<file path="config.mk">
export PLATFORM = sky130hd
export DESIGN_NAME = rsp_merger
export DESIGN_NICKNAME = d
export VERILOG_FILES = /design/src/rtl/rsp_merger_pkg.sv /design/src/rtl/rsp_skid_fifo.sv /design/src/rtl/rsp_merger.sv
export SDC_FILE = /design/constraint.sdc
export NUM_CORES = 1
export LEC_CHECK = 0
export BUFFER_PORTS_ARGS = -buffer_cell sky130_fd_sc_hd__buf_2
export CAP_MARGIN = 30
export CORE_AREA = 2 2 121 123
export DETAILED_ROUTE_END_ITERATION = 8
export DIE_AREA = 0 0 123 125
export PLACE_DENSITY = 0.83
export SETUP_SLACK_MARGIN = 0.5
export SLEW_MARGIN = 20
export SYNTH_ARGS = -nofsm -noshare
export SYNTH_HDL_FRONTEND = slang
export SYNTH_SLANG_ARGS = --single-unit
</file>
<file path="constraint.sdc">
create_clock -name clk -period 7.7 [get_ports clk]
set_clock_uncertainty 0.05 [all_clocks]
set_input_delay 0.385 -clock clk [delete_from_list [all_inputs] [get_ports clk]]
set_output_delay 0.385 -clock clk [all_outputs]
set_load 0.005 [all_outputs]
</file>
<file path="src/rtl/rsp_merger_pkg.sv">
// Shared widths and payload type for the response merger.
// Widths mirror mmu_param.vh, which also carries RSP_SKID_DEPTH_DEFAULT.
package rsp_merger_pkg;

    localparam int unsigned REQ_ID_WIDTH           = 8;
    localparam int unsigned ALL_PAGE_IDX_WIDTH     = 10;
    localparam int unsigned FAIL_REASON_WIDTH      = 3;
    localparam int unsigned RSP_SKID_DEPTH_DEFAULT = 4;
    localparam int unsigned RSP_ALMOST_MARGIN_DEF  = 1;

    typedef struct packed {
        logic [REQ_ID_WIDTH-1:0]       id;
        logic [ALL_PAGE_IDX_WIDTH-1:0] page_idx;
        logic                          fail;
        logic [FAIL_REASON_WIDTH-1:0]  fail_reason;
    } rsp_entry_t;

    localparam int unsigned RSP_ENTRY_WIDTH = $bits(rsp_entry_t);

endpackage

</file>
<file path="src/rtl/rsp_skid_fifo.sv">
// Small synchronous skid queue: one push and one pop per cycle, combinational head.
// A push into a full queue is only accepted when a pop frees a slot in the same cycle.
module rsp_skid_fifo
    import rsp_merger_pkg::*;
#(
    parameter int unsigned DEPTH = RSP_SKID_DEPTH_DEFAULT,
    localparam int unsigned AW   = $clog2(DEPTH)
) (
    input  logic         clk,
    input  logic         rst_n,
    input  logic         i_push,
    input  rsp_entry_t   i_push_data,
    input  logic         i_pop,
    output rsp_entry_t   o_head_c,
    output logic         o_full_c,
    output logic         o_empty_c,
    output logic [AW:0]  o_count_c
);

    logic [AW:0] r_wr_ptr;
    logic [AW:0] r_rd_ptr;
    rsp_entry_t  r_mem [DEPTH];

    logic        w_full;
    logic        w_empty;
    logic        w_do_push;
    logic        w_do_pop;

    // Extra pointer MSB separates full from empty when the index bits match.
    assign w_full    = (r_wr_ptr[AW] != r_rd_ptr[AW]) &&
                       (r_wr_ptr[AW-1:0] == r_rd_ptr[AW-1:0]);
    assign w_empty   = (r_wr_ptr == r_rd_ptr);
    assign w_do_pop  = i_pop && !w_empty;
    assign w_do_push = i_push && (!w_full || w_do_pop);

    always_ff @(posedge clk or negedge rst_n) begin
        if (!rst_n) begin
            r_wr_ptr <= '0;
            r_rd_ptr <= '0;
        end else begin
            if (w_do_push) r_wr_ptr <= r_wr_ptr + (AW+1)'(1);
            if (w_do_pop)  r_rd_ptr <= r_rd_ptr + (AW+1)'(1);
        end
    end

    // Storage needs no reset: pointers define validity.
    always_ff @(posedge clk) begin
        if (w_do_push) r_mem[r_wr_ptr[AW-1:0]] <= i_push_data;
    end

    assign o_head_c  = r_mem[r_rd_ptr[AW-1:0]];
    assign o_full_c  = w_full;
    assign o_empty_c = w_empty;
    assign o_count_c = r_wr_ptr - r_rd_ptr;

endmodule

</file>
<file path="src/rtl/rsp_merger.sv">
// Merges dispatcher (src0) and engine (src1) responses into one response-FIFO write port.
// Optional per-source statistics counters are enabled with RSP_MERGER_STATS_EN.
module rsp_merger
    import rsp_merger_pkg::*;
#(
    parameter int unsigned SKID_DEPTH    = RSP_SKID_DEPTH_DEFAULT,
    parameter int unsigned ALMOST_MARGIN = RSP_ALMOST_MARGIN_DEF
) (
    input  logic                          clk,
    input  logic                          rst_n,
    input  logic                          src0_write_en,
    input  logic [REQ_ID_WIDTH-1:0]       src0_id,
    input  logic [ALL_PAGE_IDX_WIDTH-1:0] src0_page_idx,
    input  logic                          src0_fail,
    input  logic [FAIL_REASON_WIDTH-1:0]  src0_fail_reason,
    input  logic                          src1_write_en,
    input  logic [REQ_ID_WIDTH-1:0]       src1_id,
    input  logic [ALL_PAGE_IDX_WIDTH-1:0] src1_page_idx,
    input  logic                          src1_fail,
    input  logic [FAIL_REASON_WIDTH-1:0]  src1_fail_reason,
    input  logic                          rsp_fifo_full,
    output logic                          rsp_fifo_write_en,
    output logic [REQ_ID_WIDTH-1:0]       rsp_id,
    output logic [ALL_PAGE_IDX_WIDTH-1:0] rsp_page_idx,
    output logic                          rsp_fail,
    output logic [FAIL_REASON_WIDTH-1:0]  rsp_fail_reason,
    output logic                          rsp_almost_full,
    output logic                          overflow_err
`ifdef RSP_MERGER_STATS_EN
    ,
    output logic [15:0]                   stat_src0_cnt,
    output logic [15:0]                   stat_src1_cnt,
    output logic [15:0]                   stat_fail_cnt,
    output logic [7:0]                    stat_drop_cnt
`endif
);

    localparam int unsigned CW = $clog2(SKID_DEPTH) + 1;
    localparam logic [CW-1:0] ALMOST_TH = CW'(SKID_DEPTH - ALMOST_MARGIN);

    rsp_entry_t    w_src0_entry;
    rsp_entry_t    w_src1_entry;
    rsp_entry_t    w_head0;
    rsp_entry_t    w_head1;
    rsp_entry_t    w_gnt_head;
    logic          w_full0;
    logic          w_full1;
    logic          w_empty0;
    logic          w_empty1;
    logic [CW-1:0] w_count0;
    logic [CW-1:0] w_count1;
    logic          w_gnt_valid;
    logic          w_gnt_sel;
    logic          w_pop0;
    logic          w_pop1;
    logic          w_drop0;
    logic          w_drop1;
    logic          w_almost;

    rsp_entry_t    r_rsp;
    logic          r_wr_en;
    logic          r_last_grant;
    logic          r_almost;
    logic          r_overflow;

    assign w_src0_entry = {src0_id, src0_page_idx, src0_fail, src0_fail_reason};
    assign w_src1_entry = {src1_id, src1_page_idx, src1_fail, src1_fail_reason};

    rsp_skid_fifo #(.DEPTH(SKID_DEPTH)) u_skid0 (
        .clk         (clk),
        .rst_n       (rst_n),
        .i_push      (src0_write_en),
        .i_push_data (w_src0_entry),
        .i_pop       (w_pop0),
        .o_head_c    (w_head0),
        .o_full_c    (w_full0),
        .o_empty_c   (w_empty0),
        .o_count_c   (w_count0)
    );

    rsp_skid_fifo #(.DEPTH(SKID_DEPTH)) u_skid1 (
        .clk         (clk),
        .rst_n       (rst_n),
        .i_push      (src1_write_en),
        .i_push_data (w_src1_entry),
        .i_pop       (w_pop1),
        .o_head_c    (w_head1),
        .o_full_c    (w_full1),
        .o_empty_c   (w_empty1),
        .o_count_c   (w_count1)
    );

    // Round-robin grant: with both queues occupied, the source that did not win last goes.
    always_comb begin
        w_gnt_valid = 1'b0;
        w_gnt_sel   = r_last_grant;
        if (!rsp_fifo_full) begin
            if (!w_empty0 && !w_empty1) begin
                w_gnt_valid = 1'b1;
                w_gnt_sel   = ~r_last_grant;
            end else if (!w_empty0) begin
                w_gnt_valid = 1'b1;
                w_gnt_sel   = 1'b0;
            end else if (!w_empty1) begin
                w_gnt_valid = 1'b1;
                w_gnt_sel   = 1'b1;
            end
        end
    end

    assign w_pop0     = w_gnt_valid && !w_gnt_sel;
    assign w_pop1     = w_gnt_valid &&  w_gnt_sel;
    assign w_gnt_head = w_gnt_sel ? w_head1 : w_head0;
    assign w_drop0    = src0_write_en && w_full0 && !w_pop0;
    assign w_drop1    = src1_write_en && w_full1 && !w_pop1;
    assign w_almost   = (w_count0 >= ALMOST_TH) || (w_count1 >= ALMOST_TH) || rsp_fifo_full;

    always_ff @(posedge clk or negedge rst_n) begin
        if (!rst_n) begin
            r_rsp        <= '0;
            r_wr_en      <= 1'b0;
            r_last_grant <= 1'b1;
            r_almost     <= 1'b0;
            r_overflow   <= 1'b0;
        end else begin
            r_wr_en    <= w_gnt_valid;
            r_almost   <= w_almost;
            r_overflow <= r_overflow | w_drop0 | w_drop1;
            if (w_gnt_valid) begin
                r_rsp        <= w_gnt_head;
                r_last_grant <= w_gnt_sel;
            end
        end
    end

    assign rsp_fifo_write_en = r_wr_en;
    assign rsp_id            = r_rsp.id;
    assign rsp_page_idx      = r_rsp.page_idx;
    assign rsp_fail          = r_rsp.fail;
    assign rsp_fail_reason   = r_rsp.fail_reason;
    assign rsp_almost_full   = r_almost;
    assign overflow_err      = r_overflow;

`ifdef RSP_MERGER_STATS_EN
    logic [15:0] r_stat_src0;
    logic [15:0] r_stat_src1;
    logic [15:0] r_stat_fail;
    logic [7:0]  r_stat_drop;
    logic [1:0]  w_drop_n;
    logic [8:0]  w_drop_sum;

    assign w_drop_n   = {1'b0, w_drop0} + {1'b0, w_drop1};
    assign w_drop_sum = {1'b0, r_stat_drop} + 9'(w_drop_n);

    // Saturating counters; both sources may drop on the same edge.
    always_ff @(posedge clk or negedge rst_n) begin
        if (!rst_n) begin
            r_stat_src0 <= '0;
            r_stat_src1 <= '0;
            r_stat_fail <= '0;
            r_stat_drop <= '0;
        end else begin
            if (w_pop0 && (r_stat_src0 != 16'hFFFF)) r_stat_src0 <= r_stat_src0 + 16'd1;
            if (w_pop1 && (r_stat_src1 != 16'hFFFF)) r_stat_src1 <= r_stat_src1 + 16'd1;
            if (w_gnt_valid && w_gnt_head.fail && (r_stat_fail != 16'hFFFF))
                r_stat_fail <= r_stat_fail + 16'd1;
            r_stat_drop <= w_drop_sum[8] ? 8'hFF : w_drop_sum[7:0];
        end
    end

    assign stat_src0_cnt = r_stat_src0;
    assign stat_src1_cnt = r_stat_src1;
    assign stat_fail_cnt = r_stat_fail;
    assign stat_drop_cnt = r_stat_drop;
`endif

endmodule

</file>
=== Yosys cells after proc, flatten, opt, wreduce, memory -nomap -nowiden ===
Memories as Yosys holds them, arrays and structs flattened.
Cells that the tools add are included.

* Input port bits: 49
* Logic and storage cells: 68
* Register bits: 38
* Output and inout port bits: 25
* Memories: 2
* Memory bits (writable): 176

{| class="wikitable"
|+ Memory list
! name !! words !! width !! rd ports !! clocked after Yosys merged registers in !! write ports !! RTL line !! RTL
|-
| u_skid0.r_mem || 4 || 22 || 1 || 0 || 1 || rsp_skid_fifo.sv:22 || <nowiki>rsp_entry_t r_mem [DEPTH];</nowiki>
|-
| u_skid1.r_mem || 4 || 22 || 1 || 0 || 1 || rsp_skid_fifo.sv:22 ||
|}

* Muxes and demuxes: 13
* Reductions and logical operators: 24
* Bitwise gates (word level): 3
* Equality and inequality tests: 6
* Magnitude comparators: 2
* Add/subtract/negate cells: 6

{| class="wikitable"
|+ Operator list
! cell !! count
|-
| 22-bit 2-to-1 mux || 1
|-
| 1-bit logical AND || 13
|-
| 3-bit by 1-bit adder with 3-bit output, second input constant || 4
|-
| 1-bit 2-to-1 mux || 12
|-
| 1-bit zero test || 7
|-
| 3-bit equality test || 2
|-
| 3-bit by 2-bit greater-or-equal comparator with 1-bit output, second input constant || 2
|-
| 3-bit subtractor || 2
|-
| 2-bit equality test || 2
|-
| 1-bit logical OR || 4
|-
| 1-bit inequality test || 2
|-
| 1-bit bitwise OR || 2
|-
| 1-bit NOT || 1
|}

=== Logic depth before layout (Yosys ltp) ===
* Word-level depth: 12
* Gate-level depth with buffers: 10

=== Hierarchy ===
A second synthesis with hierarchy kept.

* Cells, all modules: 414
* Area total of the unflattened synthesis: 8440.6 µm²

{| class="wikitable"
|+ Modules (own cells, without submodules)
! module !! sequential area each (µm²) !! cells each !! instances !! area each (µm²)
|-
| rsp_skid_fifo (u_skid0) || 2792.7 || 162 || 1 || 3636.0
|-
| rsp_skid_fifo (u_skid1) || 2792.7 || 162 || 1 || 3634.7
|-
| rsp_merger || 651.9 || 90 || 1 || 1169.9
|}

=== Least setup slack after synthesis ===
No wires, ideal clock.

* Kind: register to register
* From: register u_skid1.r_rd_ptr[1]
* To: memory u_skid0.r_mem[3][0] (netlist name) (enable)
* Stages on the path, launching flop included: 9
* Path buffers: 3
* Period minus slack after synthesis: 3348 ps
* Path slack: 4352 ps
* Required time: 7250 ps
* Data arrival time: 2897 ps
* Cells stage by stage: dfrtp_1 > clkbuf_1 > clkbuf_1 > inv_1 > ha_1 > and2_0 > clkbuf_1 > a2111oi_2 > nor3b_2

* Word-level cells in the longest chain between the ends: 12
* Elaborated cells on any way between the ends: 18
* Classes of those cells: eq/ne: 1; mux: 10; reduce/logical: 7

{| class="wikitable"
|+ RTL lines
! item !! RTL line !! RTL
|-
| from (decl) || rsp_skid_fifo.sv:21 || <nowiki>logic [AW:0] r_rd_ptr;</nowiki>
|-
| from (signal assigned) || rsp_skid_fifo.sv:42 || <nowiki>if (w_do_pop) r_rd_ptr <= r_rd_ptr + (AW+1)'(1);</nowiki>
|-
| 3-bit equality test * || rsp_skid_fifo.sv:32 || <nowiki>assign w_empty = (r_wr_ptr == r_rd_ptr);</nowiki>
|-
| 1-bit 2-to-1 mux or 1-bit zero test (tied branches) || rsp_merger.sv:104, rsp_merger.sv:98 ||
|-
| 1-bit 2-to-1 mux or 1-bit logical AND (tied branches) || rsp_merger.sv:101, rsp_merger.sv:98 ||
|-
| 1-bit 2-to-1 mux || rsp_merger.sv:98 || <nowiki>if (!w_empty0 && !w_empty1) begin</nowiki>
|-
| 1-bit 2-to-1 mux || rsp_merger.sv:97 || <nowiki>if (!rsp_fifo_full) begin</nowiki>
|-
| 1-bit zero test || rsp_merger.sv:111 || <nowiki>assign w_pop0 = w_gnt_valid && !w_gnt_sel;</nowiki>
|-
| 1-bit logical AND * || rsp_merger.sv:111 ||
|-
| 1-bit logical AND * || rsp_skid_fifo.sv:33 || <nowiki>assign w_do_pop = i_pop && !w_empty;</nowiki>
|-
| 1-bit logical OR * || rsp_skid_fifo.sv:34 || <nowiki>assign w_do_push = i_push && (!w_full || w_do_pop);</nowiki>
|-
| 1-bit logical AND * || rsp_skid_fifo.sv:34 ||
|-
| 1-bit 2-to-1 mux * || rsp_skid_fifo.sv:48 || <nowiki>if (w_do_push) r_mem[r_wr_ptr[AW-1:0]] <= i_push_data;</nowiki>
|-
| 1-bit 2-to-1 mux (implied by the code) * || rsp_skid_fifo.sv:48 ||
|-
| to (decl) || rsp_skid_fifo.sv:22 ||
|}

Mark *: on every way between the ends. The rest lies on a longest branch, timed or not.

=== Final worst setup path ===
* From: register u_skid1.r_rd_ptr[1]
* To: memory u_skid0.r_mem[0][4] (netlist name) (enable)

The elaborated chain is that of the path after synthesis.

==> results.sh <==
export IMPL_synth_xor_area_share=0.0147
export IMPL_syn_area_um2=8770
export IMPL_post_dp_cell_area_um2=9440
export IMPL_post_cts_buffers=0
export IMPL_synth_flop_cell="edfxtp_1"
export IMPL_path_class="reg -> reg"
export IMPL_syn_avg_cell_area_um2=19.2
export IMPL_power_density_nw_per_um2=427
export IMPL_grt_pass1_wl_um=26300
export IMPL_ff2ff_setup_slack_ns=4.32
export IMPL_slew_headroom=0.447
export IMPL_rows=44
export IMPL_grt_remaining_overflow=0
export IMPL_grt_max_degree=39
export IMPL_antenna_found_initial=0
export IMPL_tns_ns=0
export IMPL_drt_initial_drc_count=347
export IMPL_core_um2=14200
export IMPL_ir_drop_uv=272
export IMPL_synth_edf_count=176
export IMPL_totalPowerFinal_w=0.00436
export IMPL_ys_seq_area_frac=0.711
export IMPL_async_reset_ff_frac=0.178
export IMPL_cts_resized=0
export IMPL_rsz0062_at_grt="false"
export IMPL_layout_drive_gt1_share=0.354
export IMPL_slew_viol_final=0
export IMPL_ios=74
export IMPL_drc=0
export IMPL_dp_hpwl_um=10700
export IMPL_synth_simple_area_share=0.0391
export IMPL_totalWireLength_um=16700
export IMPL_initial_core_util=0.618
export IMPL_dr_total_vias=4538
export IMPL_setup_violations=0
export IMPL_fin_util=0.719
export IMPL_hold_class="in -> reg"
export IMPL_cts_clk_slew_worst_paths_ns=0.06
export IMPL_syn_inst=456
export IMPL_synth_most_common_cell="edfxtp_1"
export IMPL_die_w_um=123
export IMPL_p_leak_nw=3.63
export IMPL_outcome="finished clean"
export IMPL_clkLatencyLatePin_ns=0.49
export IMPL_synth_compound_area_share=0.0466
export IMPL_cts_made_buffers=22
export IMPL_syn_num_nets=521
export IMPL_hold_violations=0
export IMPL_cts_tree="yes"
export IMPL_synth_cell_types=44
export IMPL_path_buf_inv=2
export IMPL_fin_crit_ns=3.38
export IMPL_clock_path_buffers=3
export IMPL_vias_per_cell=6.12
export IMPL_wire_per_inst_um=22.5
export IMPL_yosys_warnings=0
export IMPL_grt_pass1_vias=4702
export IMPL_nFillCells=859
export IMPL_cts_max_level=1
export IMPL_synth_top_family_by_area="multiplexers"
export IMPL_synth_adder_area_share=0.0245
export IMPL_yosysTopAreaCell="edfxtp_1"
export IMPL_path_cells="inv_1 -> ha_1 -> and2_0 -> a2111oi_2 -> nor2_2 -> and2_1 -> buf_8"
export IMPL_crit_fanout=12
export IMPL_slowest_delay_ns=0.75
export IMPL_synth_top_area_frac=0.602
export IMPL_grt_use_total=0.229
export IMPL_postCtsHoldBufs=1
export IMPL_fin_area_um2=10200
export IMPL_holdWs_ns=0.0545
export IMPL_worst_ep_arrival_time_ns=3.58
export IMPL_die_area_um2=15400
export IMPL_cp_required_ns=7.90
export IMPL_critPathLaunchType="flop"
export IMPL_clock_sinks=214
export IMPL_yosys_register_bits=214
export IMPL_ys_top_cells_by_count="176 x edfxtp_1, 44 x mux4_2, 44 x nor3_1"
export IMPL_place_congestion=0.826
export IMPL_fin_crit_sh=0.439
export IMPL_worst_slew_pin_slew_ns=0.829
export IMPL_cp_end_kind="flop"
export IMPL_drtAntennaViolNets=0
export IMPL_cp_slowest_cell="dfrtp_1"
export IMPL_yosys_top_cells_area="edfxtp_1 60%, mux4_2 11%, dfrtp_1 11%"
export IMPL_diodes=0
export IMPL_die_height_um=125
export IMPL_clockRootBuffer="clkbuf_16"
export IMPL_max_cap_viol_count=0
export IMPL_fin_nets=607
export IMPL_areaGrowthSynthToFinish_pct=16.4
export IMPL_crit_family="simple AND/OR/NAND/NOR gates"
export IMPL_synthMuxAreaShare=0.144
export IMPL_portBuffers=73
export IMPL_max_freq_ghz=0.296
export IMPL_dr_pass1_iters=4
worst reg2reg max path: stages (launching register included):
cell and delay [ns]:
dfrtp_1 0.75, inv_1 0.18, ha_1 0.37, and2_0 0.31
a2111oi_2 0.63, nor2_2 0.17, and2_1 0.42, buf_8 0.26
sequential cells by signal, indices dropped and copies added (netlist names):
name	count
rsp_fail	1
rsp_fifo_write_en	1
rsp_id	8
u_skid0.r_rd_ptr	3
overflow_err	1
u_skid1.r_wr_ptr	3
r_last_grant	1
u_skid1.r_rd_ptr	3
rsp_page_idx	10
u_skid0.r_mem	88
u_skid0.r_wr_ptr	3
rsp_fail_reason	3
rsp_almost_full	1
u_skid1.r_mem	88
stage by stage:
| step | cells | setup WS (ns) |
|---|---|---|
| 4_1_cts | 738 | 4.31 |
| 3_5_place_dp | 698 | 4.33 |
| 2_1_floorplan | 456 | 4.35 |
| 5_1_grt | 741 | 4.09 |
| 6_report | 741 | 4.32 |
| 3_3_place_gp | 689 | 3.89 |
per-layer routing:
metal	wire length, µm	track usage	vias to the layer above
met5	0	0	-
met4	533	0.0795	0
met3	1270	0.0452	34
met2	8130	0.355	195
met1	6740	0.333	2307
li1	-	-	2002
final cells by class:
| type | instances | area (µm²) | share of cell area |
|---|---|---|---|
| clock buffers | 27 | 591 | 0.0578 |
| clock inverters | 12 | 110 | 0.0108 |
| inverters | 13 | 48.8 | 0.00478 |
| multi-input cells | 201 | 2370 | 0.232 |
| flip-flops and latches | 214 | 6240 | 0.611 |
| well taps | 184 | 230 | 0.0225 |
| repair buffers | 90 | 622 | 0.0609 |
logic make-up (layout without fill, tap and decap cells):
kind of cell / count (synthesis) / count (layout)
xor+xnor: 13 / 13
buf+inv: 41 / 142
mux: 70 / 70
compound gates: 37 / 37
fa+ha+maj: 16 / 16
flops: 214 / 214
simple gates: 65 / 65
power by group:
group / internal (W) / total, W / switching (W)
clock network: 0.000611 / 0.00101 / 0.000403
registers: 0.00161 / 0.00179 / 0.000185
logic: 0.000713 / 0.00156 / 0.000843
total: 0.00293 / 0.00436 / 0.00143
layout by cell type (no fill, tap or decap), drive strengths merged, types with 4 or more instances in the layout:
cell and instances:
a211oi 23, and2 7, buf 89, clkbuf 27
clkinv 8, dfrtp 37, edfxtp 176, ha 14
inv 14, mux2 4, mux2i 22, mux4 44
nand3 5, nor3 44, xnor2 8, xor2 5
final timing paths:
kind	start	end	depth (start not counted)
min reg2reg	overflow_err	overflow_err	2
max reg2reg	u_skid1.r_rd_ptr[1]	u_skid0.r_mem[0][4]	7
max	u_skid1.r_rd_ptr[1]	u_skid0.r_mem[0][4]	7
max in group asynchronous	rst_n	r_last_grant	3
min	src0_page_idx[8]	u_skid0.r_mem[2][12]	1
min in group asynchronous	rst_n	rsp_almost_full	2
Power figures use the tool's default switching activity.
